===== config.mk =====
export PLATFORM = sky130hd
export DESIGN_NAME = mem_arbiter
export DESIGN_NICKNAME = d
export VERILOG_FILES = /design/src/rtl/mem_arbiter.sv
export SDC_FILE = /design/constraint.sdc
export NUM_CORES = 1
export LEC_CHECK = 0
export CAP_MARGIN = 15
export CORE_ASPECT_RATIO = 0.7
export CORE_MARGIN = 2
export CORE_UTILIZATION = 42
export CTS_CLUSTER_SIZE = 30
export DETAILED_ROUTE_END_ITERATION = 7
export PLACE_DENSITY = 0.89
export RECOVER_POWER = 100
export SLEW_MARGIN = 0
export SYNTH_ARGS = -nofsm -noshare
export SYNTH_HDL_FRONTEND = slang
export SYNTH_SLANG_ARGS = --single-unit

===== constraint.sdc =====
create_clock -name clk -period 4.25 [get_ports clk]
set_input_delay 0.85 -clock clk [delete_from_list [all_inputs] [get_ports clk]]
set_output_delay 0.85 -clock clk [all_outputs]
set_load 0.02 [all_outputs]

===== src/rtl/mem_arbiter.sv =====
// mem_arbiter: shares one single-port synchronous data memory between the
// instruction-fetch port (read-only) and the load/store port (read/write).
// One access is in flight at a time; each completion is signalled with a
// one-cycle acknowledge on the owning port.
//
// Optional feature macro: ARB_STARVE_GUARD_EN
//   defined   : after STARVE_LIMIT consecutive data grants made while fetch
//               was waiting, the next grant goes to fetch.
//   undefined : strict data priority, fetch may wait indefinitely.
//
// Parameters: ADDR_W word-address width, DATA_W data width,
//             MEM_LAT memory read latency (1..4), STARVE_LIMIT (1..15).
// Ports:
//   clk, rst                      clock, async active-high reset
//   if_req/if_addr                fetch request and word address
//   if_rdata/if_ack               fetch read data (registered), done pulse
//   d_req/d_we/d_addr/d_wdata     load/store request, 1 = store
//   d_rdata/d_ack                 load data (registered), done pulse
//   mem_en/mem_we                 memory strobe / write enable (ISSUE only)
//   mem_addr/mem_wdata            latched address / write data
//   mem_rdata                     memory read data, MEM_LAT cycles after strobe
//
// state | meaning
// ------+---------------------------------------------------------------
// IDLE  | waiting for a request; arbitration and latching happen here
// ISSUE | memory strobe asserted for the latched request
// WAIT  | counting down read latency, capture read data at zero
// RESP  | acknowledge pulse to the granted port

module mem_arbiter #(
  parameter int ADDR_W       = 10,
  parameter int DATA_W       = 32,
  parameter int MEM_LAT      = 1,
  parameter int STARVE_LIMIT = 4
) (
  input  logic              clk,
  input  logic              rst,
  input  logic              if_req,
  input  logic [ADDR_W-1:0] if_addr,
  output logic [DATA_W-1:0] if_rdata,
  output logic              if_ack,
  input  logic              d_req,
  input  logic              d_we,
  input  logic [ADDR_W-1:0] d_addr,
  input  logic [DATA_W-1:0] d_wdata,
  output logic [DATA_W-1:0] d_rdata,
  output logic              d_ack,
  output logic              mem_en,
  output logic              mem_we,
  output logic [ADDR_W-1:0] mem_addr,
  output logic [DATA_W-1:0] mem_wdata,
  input  logic [DATA_W-1:0] mem_rdata
);

  if (MEM_LAT < 1 || MEM_LAT > 4) begin : g_bad_lat
    $error("mem_arbiter: MEM_LAT must be 1..4");
  end
  if (STARVE_LIMIT < 1 || STARVE_LIMIT > 15) begin : g_bad_limit
    $error("mem_arbiter: STARVE_LIMIT must be 1..15");
  end

  typedef enum logic [1:0] {IDLE, ISSUE, WAIT, RESP} state_t;

  localparam logic [1:0] CNT_INIT = 2'(MEM_LAT - 1);

  state_t     state, state_nxt;
  logic [1:0] cnt, cnt_nxt;
  logic       sel_d;     // 1 = current access belongs to the load/store port
  logic       lat_we;
  logic       take;
  logic       capture;
  logic       grant_d;

`ifdef ARB_STARVE_GUARD_EN
  logic [3:0] starve_cnt;

  assign grant_d = d_req && !(if_req && starve_cnt == 4'(STARVE_LIMIT));

  always_ff @(posedge clk or posedge rst) begin
    if (rst) begin
      starve_cnt <= '0;
    end else if (take) begin
      if (!grant_d) begin
        starve_cnt <= '0;
      end else if (if_req && starve_cnt != 4'hF) begin
        starve_cnt <= starve_cnt + 4'd1;
      end
    end
  end
`else
  assign grant_d = d_req;
`endif

  always_comb begin
    state_nxt = state;
    cnt_nxt   = cnt;
    take      = 1'b0;
    capture   = 1'b0;
    mem_en    = 1'b0;
    mem_we    = 1'b0;
    if_ack    = 1'b0;
    d_ack     = 1'b0;
    case (state)
      IDLE: begin
        if (if_req || d_req) begin
          take      = 1'b1;
          state_nxt = ISSUE;
        end
      end
      ISSUE: begin
        mem_en = 1'b1;
        mem_we = lat_we;
        if (lat_we) begin
          state_nxt = RESP;
        end else begin
          cnt_nxt   = CNT_INIT;
          state_nxt = WAIT;
        end
      end
      WAIT: begin
        if (cnt == 2'd0) begin
          capture   = 1'b1;
          state_nxt = RESP;
        end else begin
          cnt_nxt = cnt - 2'd1;
        end
      end
      RESP: begin
        if_ack    = !sel_d;
        d_ack     = sel_d;
        state_nxt = IDLE;
      end
      default: state_nxt = IDLE;
    endcase
  end

  always_ff @(posedge clk or posedge rst) begin
    if (rst) begin
      state     <= IDLE;
      cnt       <= '0;
      sel_d     <= 1'b0;
      lat_we    <= 1'b0;
      mem_addr  <= '0;
      mem_wdata <= '0;
      if_rdata  <= '0;
      d_rdata   <= '0;
    end else begin
      state <= state_nxt;
      cnt   <= cnt_nxt;
      if (take) begin
        sel_d    <= grant_d;
        lat_we   <= grant_d && d_we;
        mem_addr <= grant_d ? d_addr : if_addr;
        // fetch carries no write data; keep the previous value on the bus
        if (grant_d) begin
          mem_wdata <= d_wdata;
        end
      end
      if (capture && sel_d) begin
        d_rdata <= mem_rdata;
      end
      if (capture && !sel_d) begin
        if_rdata <= mem_rdata;
      end
    end
  end

endmodule

==> results.ini <==
[synthesis]
syn_inst = 286
synth_area_sq_um = 4540
netlist_top_cells_area = dfrtp_1 (62%), mux2_4 (9.9%), mux2_2 (9.2%)
syn_nets = 381
ys_warn_count = 0
ys_ff_latch = 112
avgSynthCellArea_sq_um = 15.9
synth_cell_types = 25
yosysTopAreaCell = dfrtp_1
seq_area_frac_synth = 0.618
synth_top_area_frac = 0.618

[drt]
vias = 3045
wire_per_inst_um = 15.9
drc = 0
first_pass_iters = 4
vias_per_cell = 4.89
ant_nets = 0
drt_wl_total_mm = 9.88
drt_iter0_drc = 84

[grt]
grt_pass1_vias = 3206
grt_antenna_before_repair = 0
groute.usage.overall = 0.179
overflow = 0
grt_first_pass_wirelength_mm = 16.5
grt_start_max_net_pins = 94

[placed_design]
dp_slack_ps = 1210
io_buffer_count = 198
place_congestion = 0.717
dp_hpwl_mm = 7.24
placed_cell_area_sq_um = 6620

[timing]
slew_headroom = -0.116
min_period_ps = 3170
setup_tns_ps = 0
fmax_mhz = 315
rsz0062_at_grt = no
setup_viol = 0
hold_viol = 0
fin_ws_ps = 1080
finalCritPeriodShare = 0.747
drv_slew = 33
tightestPinTransition_ps = 1670
finClkSkew_ps = 7.99

[finish]
n_fill_cell = 740
finalNetCount = 581
diodes = 0
fin_area_sq_um = 6790
layout-drive-gt1-share = 0.114
areaGrowthSynthToFinish_pct = 49.7
final-seq-area_sq_um = 2800
multi_input_area_sq_um = 1490

[clock_tree]
cts_setup_buffers = 0
cts_tree = yes
htree_levels = 3
cts-resized-gates = 0
ctsHoldBuffers = 0
clk_path_buf_depth = 2
numCtsBuffers = 9
clk_latency_ps = 340
clkTransAtPathRegs_ps = 80
cts.sinks = 112
cts-root-buf = clkbuf_16

[critical_path]
crit_path_end_kind = flop
path_class = in2reg
required_ps = 4470
crit_fanout = 33
cp-start-kind = input port
critPathMaxStageDelay_ps = 980
ff2ff_setup_slack_ps = 1390
cp_top_family = buffers and inverters
cp.arrival_ps = 3400
critical-path-slowest-cell = dlygate4sd3_1
critical_path.cell_chain = dlygate4sd3_1 -> nand2_1 -> mux2_2
crit_buf_inv = 1

[power_and_ir_drop]
cellLeakagePower_nw = 2.94
finalPower_mw = 5.26
ir_drop_v = 0.000461
p_per_area_nw_per_um2 = 775

[floorplan]
dieArea_sq_um = 11700
die-width_um = 128
io_pins = 199
design.core.area_sq_um = 10400
rows = 31
start_util = 0.435
fp.dieH_um = 91.0

[flow_run]
drv_cap = 1

[min_path]
min_path_type = reg2reg

[status]
outcome = finished with violations
failed_checks = capacitance limit, slew limit

## cell type report
| type | instances | area share |
|---|---|---|
| flip-flops and latches | 112 | 0.413 |
| repair buffers | 202 | 0.297 |
| clock buffers | 10 | 0.0352 |
| multi-input cells | 155 | 0.220 |
| clock inverters | 6 | 0.00737 |
| inverters | 6 | 0.00350 |
| well taps | 132 | 0.0243 |
## synthesized netlist by cell type, drive strengths merged
library cell	n
a31oi	1
nor2b	1
a21boi	1
nand3b	1
ha	6
mux2i	12
o22a	1
a32o	1
nand2	16
nor2	2
mux2	97
nand2b	2
nand3	1
dfrtp	112
o211ai	1
and2	1
buf	13
inv	6
o21ai	11
## power by group
group	internal (mW)	leakage (nW)	switching (mW)	total [mW]
Clock	0.423	0.141	0.389	0.811
Sequential	1.61	1.32	0.269	1.88
Combinational	1.25	1.48	1.31	2.57
## registers in the layout, summed over array words and instances (netlist names)
register / cells
state: 2
d_rdata: 32
if_rdata: 32
cnt: 2
sel_d: 1
mem_addr: 10
mem_wdata: 32
lat_we: 1
## worst min-delay path, stage by stage (launching register included)
cell	delay (ps)
dfrtp_1	340
nand2_1	40
o21ai_0	60
## cell usage in the layout, fill, tap and decap left out
| cell | n |
|---|---|
| mux2_2 | 37 |
| a21boi_0 | 1 |
| nand2b_1 | 2 |
| inv_1 | 5 |
| clkinv_2 | 1 |
| mux2i_1 | 12 |
| a32o_1 | 1 |
| dfrtp_1 | 112 |
| mux2_4 | 1 |
| nand3_1 | 1 |
| inv_6 | 2 |
| and2_1 | 1 |
| mux2_1 | 59 |
| clkbuf_8 | 1 |
| a31oi_1 | 1 |
| ha_1 | 6 |
| buf_16 | 1 |
| clkinv_4 | 1 |
| dlygate4sd3_1 | 112 |
| clkbuf_16 | 9 |
| inv_8 | 1 |
| clkinvlp_2 | 1 |
| clkdlybuf4s50_1 | 86 |
| nand2_1 | 16 |
| o211ai_1 | 1 |
| nand3b_1 | 1 |
| o21ai_0 | 11 |
| nor2b_1 | 1 |
| nor2_1 | 2 |
| o22a_1 | 1 |
| clkbuf_1 | 3 |
| clkinvlp_4 | 1 |
## cell families (layout without fill, tap and decap cells)
kind of cell / after synthesis / after routing / synth area share
DFF: 112 / 112 / 0.618
muxes: 109 / 109 / 0.292
and+or+nand+nor: 24 / 24 / 0.0276
buffers and inverters: 19 / 224 / 0.0251
AOI/OAI and AO/OA: 16 / 16 / 0.0210
adders and majority gates: 6 / 6 / 0.0165
## per-layer routing
metal	vias up	part of all wire	GRT usage
met3	5	0.094	0.0719
met1	1503	0.43	0.237
li1	1407	-	-
met2	130	0.47	0.280
met4	0	0.0061	0.0385
met5	-	0	0
## stage by stage
stage | cells | util | hold slack [ps]
after floorplan | 286 | - | 466
after global placement | 606 | 0.634 | 465
after detailed placement | 606 | 0.634 | 473
after CTS | 622 | 0.662 | 492
after global routing | 623 | 0.651 | 500
final | 623 | 0.651 | 478
## final timing paths
check / from / to / depth (start not counted)
setup / recovery: d_req / mem_wdata[21]$_DFFE_PP0P_ / 3
hold / removal: mem_addr[2]$_DFFE_PP0P_ / mem_addr[2]$_DFFE_PP0P_ / 2
setup reg to reg: state[0]$_DFFE_PP0P_ / if_rdata[26]$_DFFE_PP0P_ / 4
hold reg to reg: mem_addr[2]$_DFFE_PP0P_ / mem_addr[2]$_DFFE_PP0P_ / 2
max in group asynchronous: rst / d_rdata[7]$_DFFE_PP0P_ / 4
min in group asynchronous: rst / mem_wdata[29]$_DFFE_PP0P_ / 2
Power figures use the tool's default switching activity.
